<file path="config.mk">
export PLATFORM = sky130hd
export DESIGN_NAME = l2_arbiter
export DESIGN_NICKNAME = d
export VERILOG_FILES = /design/src/rtl/lc3b_types.sv /design/src/rtl/arb_priority_select.sv /design/src/rtl/l2_arbiter.sv
export SDC_FILE = /design/constraint.sdc
export NUM_CORES = 1
export LEC_CHECK = 0
export CORE_AREA = 4 4 270 272
export DETAILED_ROUTE_END_ITERATION = 7
export DIE_AREA = 0 0 274 276
export PLACE_DENSITY = 0.37
export SYNTH_ARGS = -nofsm -noshare
export SYNTH_HDL_FRONTEND = slang
export SYNTH_SLANG_ARGS = --single-unit
</file>
<file path="constraint.sdc">
create_clock -name clk -period 1.8 [get_ports clk]
set_input_delay 0.18 -clock clk [delete_from_list [all_inputs] [get_ports clk]]
set_output_delay 0.18 -clock clk [all_outputs]
set_load 0.05 [all_outputs]
</file>
<file path="src/rtl/lc3b_types.sv">
// lc3b_types: shared LC-3b datapath and L2 arbiter types.
package lc3b_types;
    typedef logic [15:0]  lc3b_word;
    typedef logic [127:0] lc3b_line;
    typedef enum logic [1:0] {ARB_IDLE, ARB_SERVE_I, ARB_SERVE_D, ARB_RELEASE} lc3b_arb_state;
    typedef enum logic {GRANT_I, GRANT_D} lc3b_grant;
endpackage

</file>
<file path="src/rtl/arb_priority_select.sv">
// arb_priority_select: picks the winner between I and D line requests.
//   in  i_req, d_req    pending requests
//   in  last_grant      side served most recently
//   out grant_i/grant_d one-hot winner (both 0 when nothing pending)
//   out conflict        both sides requesting
// ARB_ROUND_ROBIN_EN: alternate on conflicts, else D always wins.
module arb_priority_select
    import lc3b_types::*;
(
    input  logic      i_req,
    input  logic      d_req,
    input  lc3b_grant last_grant,
    output logic      grant_i,
    output logic      grant_d,
    output logic      conflict
);
`ifdef ARB_ROUND_ROBIN_EN
    always_comb begin
        conflict = i_req & d_req;
        grant_d  = d_req & (~i_req | (last_grant == GRANT_I));
        grant_i  = i_req & ~grant_d;
    end
`else
    logic unused_last_grant;
    always_comb begin
        unused_last_grant = last_grant;
        conflict          = i_req & d_req;
        grant_d           = d_req;
        grant_i           = i_req & ~grant_d;
    end
`endif
endmodule

</file>
<file path="src/rtl/l2_arbiter.sv">
// l2_arbiter: shares the L2 port between the I-cache and D-cache miss paths.
//   clk, rst_n (async, active-low)
//   i_read/i_address -> i_rdata/i_resp           I-cache side
//   d_read/d_write/d_address/d_wdata -> d_rdata/d_resp   D-cache side
//   l2_read/l2_write/l2_address/l2_wdata <- l2_rdata/l2_resp   L2 side
//   arb_conflict: pulse when an IDLE grant is made with both sides requesting
// Conflict policy set by ARB_ROUND_ROBIN_EN in arb_priority_select.
module l2_arbiter
    import lc3b_types::*;
#(
    parameter int ADDR_W = 16,
    parameter int LINE_W = 128
) (
    input  logic              clk,
    input  logic              rst_n,
    input  logic              i_read,
    input  logic [ADDR_W-1:0] i_address,
    output logic [LINE_W-1:0] i_rdata,
    output logic              i_resp,
    input  logic              d_read,
    input  logic              d_write,
    input  logic [ADDR_W-1:0] d_address,
    input  logic [LINE_W-1:0] d_wdata,
    output logic [LINE_W-1:0] d_rdata,
    output logic              d_resp,
    output logic              l2_read,
    output logic              l2_write,
    output logic [ADDR_W-1:0] l2_address,
    output logic [LINE_W-1:0] l2_wdata,
    input  logic [LINE_W-1:0] l2_rdata,
    input  logic              l2_resp,
    output logic              arb_conflict
);
    lc3b_arb_state state_q, state_d;
    lc3b_grant     last_grant_q, last_grant_d;
    logic          d_req, sel_i, sel_d, both_req, serve_i, serve_d;

    always_comb d_req = d_read | d_write;

    arb_priority_select u_sel (
        .i_req      (i_read),
        .d_req      (d_req),
        .last_grant (last_grant_q),
        .grant_i    (sel_i),
        .grant_d    (sel_d),
        .conflict   (both_req)
    );

    always_comb begin
        serve_i = state_q == ARB_SERVE_I;
        serve_d = state_q == ARB_SERVE_D;
    end

    // RELEASE looks only at the side not just served: that side's request is still stale.
    always_comb begin
        last_grant_d = ((serve_i | serve_d) & l2_resp) ? (serve_d ? GRANT_D : GRANT_I) : last_grant_q;
        case (state_q)
            ARB_IDLE:    state_d = sel_d ? ARB_SERVE_D : sel_i ? ARB_SERVE_I : ARB_IDLE;
            ARB_SERVE_I,
            ARB_SERVE_D: state_d = l2_resp ? ARB_RELEASE : state_q;
            default:     state_d = (last_grant_q == GRANT_I) ? (d_req ? ARB_SERVE_D : ARB_IDLE)
                                                             : (i_read ? ARB_SERVE_I : ARB_IDLE);
        endcase
    end

    always_ff @(posedge clk or negedge rst_n) begin
        if (!rst_n) begin
            state_q      <= ARB_IDLE;
            last_grant_q <= GRANT_I;
        end else begin
            state_q      <= state_d;
            last_grant_q <= last_grant_d;
        end
    end

    // Outputs decode from state only, so reset clears them the moment rst_n falls.
    always_comb begin
        l2_read      = serve_i | (serve_d & d_read & ~d_write);
        l2_write     = serve_d & d_write;
        l2_address   = serve_i ? i_address : serve_d ? d_address : '0;
        l2_wdata     = serve_d ? d_wdata : '0;
        i_resp       = serve_i & l2_resp;
        d_resp       = serve_d & l2_resp;
        i_rdata      = l2_rdata;
        d_rdata      = l2_rdata;
        arb_conflict = rst_n & (state_q == ARB_IDLE) & both_req;
    end
endmodule

</file>
# [Word-level counts from Yosys, hierarchy flattened]
# Index checks and enable logic that the tools add are counted.
[word_totals] wordCells=33 inputBits=294 output_inout_bits=405 regBits=3
[op_classes] mux=11 eq_ne=3 n_bitwise=15 n_reduce_logical=2
[ops] operator="2-to-1 mux 128 bit" n=1
[ops] operator="2-to-1 mux 16 bit" n=2
[ops] operator="bitwise AND 1 bit" n=10
[ops] operator="2-to-1 mux 2 bit" n=4
[ops] operator="case mux 2 bit (2 select lines)" n=1
[ops] operator="2-to-1 mux 1 bit" n=3
[ops] operator="OR 1 bit" n=3
[ops] operator="equality test 2 x 1 -> 1 bit, second input constant" n=1
[ops] operator="equality test 2 bit, second input constant" n=1
[ops] operator="zero test 2 bit" n=1
[ops] operator="inequality test 2 bit, second input constant" n=1
[ops] operator="NOT 1 bit" n=2
[ops] operator="OR reduction 2 bit" n=1

# [Longest topological paths before layout]
# Gate-level depths: netlist (run 1).
[depth] ltp_word=6 depth_mapped=6 ltp_nobuf=5

# [Hierarchy]
# From an unflattened synthesis (run 1), not the netlist that was laid out.
[hier_totals] cells_unflattened=484 hier_area_um2=3316.9
[by_module_without_submodules] mod="l2_arbiter" seq_area_each_um2=75.1 cells_each=481 area_per_inst_um2=3293.2 n_inst=1
[by_module_without_submodules] mod="arb_priority_select" seq_area_each_um2=0.0 cells_each=3 area_per_inst_um2=23.8 n_inst=1

# [Worst setup path after synthesis (run 1)]
# No wires, ideal clock.
[synth_path] path_kind="reg2out" startpoint="register state_q[1]" endpoint="output port l2_address[14]" setup_slack_ps=-77 required_time_ps=1620 t_arrival_ps=1697 n_path_buf=2 stages_incl_launch_ff=6 cell_sequence="dfrtp_1 inv_1 ha_1 clkbuf_1 buf_2 o21ai_1"
[synth_via] elab_chain_cells=3 elab_cells_between_ends=4 classes_between="2 x eq/ne; 2 x mux"
[synth_rtl] element="start: declaration" line_no="l2_arbiter.sv:34" source="lc3b_arb_state state_q, state_d;"
[synth_rtl] element="start signal: assignment" line_no="l2_arbiter.sv:71" source="state_q <= state_d;"
[synth_rtl] element="equality test 2 bit" line_no="l2_arbiter.sv:51" source="serve_d = state_q == ARB_SERVE_D;"
[synth_rtl] element="2-to-1 mux 16 bit" line_no="l2_arbiter.sv:80" source="l2_address = serve_i ? i_address : serve_d ? d_address : '0;"
[synth_rtl] element="2-to-1 mux 16 bit (*)" line_no="l2_arbiter.sv:80"
[synth_rtl] element="end: declaration" line_no="l2_arbiter.sv:28" source="output logic [ADDR_W-1:0] l2_address,"
# Every way passes the cells marked *; elsewhere a longest branch is shown, timed or not.

# [Worst setup path in the final report (run 1)]
[layout_path] startpoint="register state_q[0]" endpoint="output port l2_wdata[94]"
[layout_via] elab_chain_cells=2
[layout_rtl] element="equality test 2 bit" line_no="l2_arbiter.sv:51"
[layout_rtl] element="via serve_d" line_no="l2_arbiter.sv:36" source="logic d_req, sel_i, sel_d, both_req, serve_i, serve_d;"
[layout_rtl] element="2-to-1 mux 128 bit" line_no="l2_arbiter.sv:81" source="l2_wdata = serve_d ? d_wdata : '0;"
[layout_rtl] element="end: declaration" line_no="l2_arbiter.sv:29" source="output logic [LINE_W-1:0] l2_wdata,"
# The timed path passes the listed nets, and every way through them passes these cells.

==> results.sh, run 1 <==
export IMPL_run_status="finished with violations"
export IMPL_violations="negative setup slack"
export IMPL_cp_num_buf_inv=4
export IMPL_die_width_um=274
export IMPL_worst_margin_slew_ns=0.289
export IMPL_placed_cells=1449
export IMPL_classification_of_the_worst_slack_hold_path="in2async"
export IMPL_synth_seq_cells=3
export IMPL_ff_to_ff_end="state_q[0]"
export IMPL_cts_root_buffer="sky130_fd_sc_hd__clkbuf_16"
export IMPL_synthSimpleGateAreaFrac_pct=27.4
export IMPL_synth_area_um2=3220
export IMPL_finalCoreUtilization_pct=10.7
export IMPL_worstSetupStartpoint="state_q[0]"
export IMPL_path_delay_family="buffers and inverters"
export IMPL_detailroute_via_count=3105
export IMPL_synth_mux_area_share_pct=0.350
export IMPL_crit_slowest_cell="sky130_fd_sc_hd__dfrtp_1"
export IMPL_post_route_min_period_ns=1.80
export IMPL_post_synth_fa_ha_maj_area_fraction_pct=1.56
export IMPL_critical_path_endpoint="l2_wdata[94]"
export IMPL_vdd_drop_max_v=0.000672
export IMPL_floorplan_io_pins=699
export IMPL_cp_common_cell="sky130_fd_sc_hd__buf_12"
export IMPL_core_area_um2=70800
export IMPL_slowest_stage_delay_on_critical_path_ns=0.41
export IMPL_synth_net_count=749
export IMPL_grt_overflow_total=0
export IMPL_clk_path_buf_depth=2
export IMPL_final_layout_size_suffix_gt1_share_pct=47.8
export IMPL_number_of_antenna_violations_at_the_first_check_in_global_routing=17
export IMPL_cp_data_required_time_ns=1.62
export IMPL_post_synth_cell_area_avg_um2=7.13
export IMPL_nets=809
export IMPL_first_pass_iters=4
export IMPL_post_drt_wl_per_cell_um=16.5
export IMPL_timing_critical_path_arrival_ns=1.62
export IMPL_initial_core_util_pct=4.54
export IMPL_netlist_top_cells_area="sky130_fd_sc_hd__buf_4, sky130_fd_sc_hd__and2_1, sky130_fd_sc_hd__a22o_1"
export IMPL_layout_common_cells="sky130_fd_sc_hd__clkdlybuf4s50_1, sky130_fd_sc_hd__buf_12, sky130_fd_sc_hd__and2_4, sky130_fd_sc_hd__and2_1, sky130_fd_sc_hd__a22o_1"
export IMPL_max_cap_viol_count=0
export IMPL_detailed_place_hpwl_um=21800
export IMPL_synth_xor_xnor_area_share_pct=0
export IMPL_leakagePower_nw=2.75
export IMPL_die_ar_um2=75600
export IMPL_via_count_of_the_first_global_routing_pass=3455
export IMPL_most_common_cell_after_layout_fill_and_taps_aside="sky130_fd_sc_hd__clkdlybuf4s50_1"
export IMPL_stdcell_count=1464
export IMPL_final_hold_viol_count=0
export IMPL_synth_top_area_cell="sky130_fd_sc_hd__buf_4"
export IMPL_numCtsBuffers=3
export IMPL_critical_path_cell_chain="inv_2 > ha_4 > buf_12 > clkbuf_16 > and2_4 > buf_12"
export IMPL_highest_clock_rate_mhz=556
export IMPL_insertion_delay_ns=0.22
export IMPL_yosysTopAreaCellShare_pct=59.8
export IMPL_tritoncts="yes"
export IMPL_synth_warnings=0
export IMPL_grt_max_degree=61
export IMPL_std_cell_rows=98
export IMPL_number_of_h_tree_levels=1
export IMPL_clk_pin_slew_worst_paths_ns=0.03
export IMPL_antenna_violating_nets_post_route=0
export IMPL_cp_max_fo=13
export IMPL_final_slew_violations=0
export IMPL_drt_vias_per_instance=2.12
export IMPL_areal_power_density_over_the_cells_nw_per_um2=1740
export IMPL_setup_ws_ns=-0.0000364
export IMPL_drt_iter0_markers=78
export IMPL_finalCritPeriodShare_pct=100
export IMPL_syn_inst=451
export IMPL_count_of_flip_flops_with_a_built_in_enable_after_synthesis=0
export IMPL_synth_cell_types=22
export IMPL_async_reset_ff_share_pct=100
export IMPL_dominantRegCellSynth="sky130_fd_sc_hd__dfrtp_1"
export IMPL_grt_pass1_wl_um=29300
export IMPL_skew_ns=0.00118
export IMPL_setup_viol_count_final=1
export IMPL_die_height_um=276
export IMPL_global_route_usage_total_pct=5.68
export IMPL_synth_compound_gate_area_share_pct=6.03
export IMPL_synth_yosys_seq_area_share_pct=2.33
export IMPL_synth_top_family_by_area="buffers and inverters"
export IMPL_remaining_drc_errors=0
export IMPL_rsz_0062_raised_after_global_routing="yes"
export IMPL_worstSetupPathDepth=6
export IMPL_wl_final_um=24100
export IMPL_gp_congestion=0.797
export IMPL_cts_hold_buffers=0
export IMPL_worst_reg_to_reg_setup_slack_ns=0.12
export IMPL_r2r_cells=5
export IMPL_area_growth_synth_to_final_pct=136
export IMPL_timing_critical_path_from_type="flop"
export IMPL_rr_startpoint="state_q[1]"
export IMPL_timing_max_slew_rel_slack_pct=80.7
export IMPL_worstSetupEndpointType="output port"
export IMPL_worstSetupPathType="reg2out"
export IMPL_tritoncts_num_sinks=3
export IMPL_i_o_buffers=314
==> kinds of logic after synthesis <==
kind of cell	Yosys count
buffers and inverters	277
AND/OR/NAND/NOR	143
AO/OA/AOI/OAI	23
adder cells (fa/ha/maj)	4
flip-flops	3
multiplexers	1
==> through the flow <==
stage	setup slack, ns	TNS [ns]	hold WS [ns]	total power [W]	instance area (um2)
detailed placement	-0.0975	-1.33	0.360	0.0120	7150
global route	-0.0569	-2.22	0.189	0.0136	7570
floorplan	0.0394	0	-0.116	0.00706	3220
global placement	-0.0457	-0.636	0.360	0.0120	7150
CTS	-0.0265	-0.297	0.180	0.0126	7300
finish	-0.0000364	-0.0000364	0.170	0.0132	7580
==> final cells by class <==
type	instances	area (um2)
antenna	4	10.0
clock buffer	4	78.8
fill	8156	63200
inverter	3	11.3
multi-input combinational	172	1360
sequential	3	75.1
tap	950	1190
timing repair buffer	328	4860
==> timing repair <==
item	in CTS	in global routing
resized for setup	26	62
pin swaps	2	7
setup endpoints to repair	147	142
gates cloned	0	4
setup buffers	0	3
==> Yosys cell counts (2+ instances only) <==
master / instances
sky130_fd_sc_hd__a21oi_1: 2
sky130_fd_sc_hd__a22o_1: 15
sky130_fd_sc_hd__and2_1: 130
sky130_fd_sc_hd__buf_2: 4
sky130_fd_sc_hd__buf_4: 256
sky130_fd_sc_hd__clkbuf_1: 14
sky130_fd_sc_hd__dfrtp_1: 3
sky130_fd_sc_hd__ha_1: 4
sky130_fd_sc_hd__inv_1: 3
sky130_fd_sc_hd__nand2_1: 7
sky130_fd_sc_hd__nor2_1: 2
==> routing by layer <==
layer  routed length [um]  vias to the layer above  track usage [%]
met4                 1350                       22             2.72
met1                 6010                     1285             4.16
li1                     -                     1260                -
met2                12100                      429             10.3
met5                  143                        -                0
met3                 4450                      109             4.63
==> flip-flops by register name (all words and copies together), names as in the netlist <==
name / cells
last_grant_q: 1
state_q: 2
==> power breakdown <==
| part | internal [W] | switching [W] |
|---|---|---|
| logic | 0.00601 | 0.00668 |
| clock network | 0.000292 | 0.0000610 |
| registers | 0.000105 | 0.0000319 |
| total | 0.00641 | 0.00677 |
==> worst register-to-register path: stages, from the launching register on <==
cell and delay (ns):
sky130_fd_sc_hd__dfrtp_1 0.37, sky130_fd_sc_hd__buf_6 0.13, sky130_fd_sc_hd__buf_4 0.12, sky130_fd_sc_hd__ha_1 0.24
sky130_fd_sc_hd__or4_4 0.50, sky130_fd_sc_hd__a211oi_2 0.23
==> how the worst min path moves through the flow <==
stage | endpoint | depth (start not counted) | slack [ns] | from
2_1_floorplan | last_grant_q | 0 | -0.12 | rst_n
3_3_place_gp | d_rdata[44] | 0 | 0.36 | l2_rdata[44]
3_5_place_dp | d_rdata[44] | 0 | 0.36 | l2_rdata[44]
4_1_cts | state_q[1] | 1 | 0.18 | rst_n
5_1_grt | state_q[1] | 1 | 0.19 | rst_n
6_report | state_q[1] | 1 | 0.17 | rst_n
No activity file was read; power rests on OpenSTA's default activity.
==> run 2: changes to the inputs <==
--- a/config.mk
+++ b/config.mk
@@ -6,6 +6,7 @@
 export NUM_CORES = 1
 export LEC_CHECK = 0
 export CORE_AREA = 4 4 270 272
+export CTS_CLUSTER_SIZE = 16
 export DETAILED_ROUTE_END_ITERATION = 7
 export DIE_AREA = 0 0 274 276
 export PLACE_DENSITY = 0.37
==> results of run 2 <==
No change in the layout: final DEF, timing and power equal those of run 1.
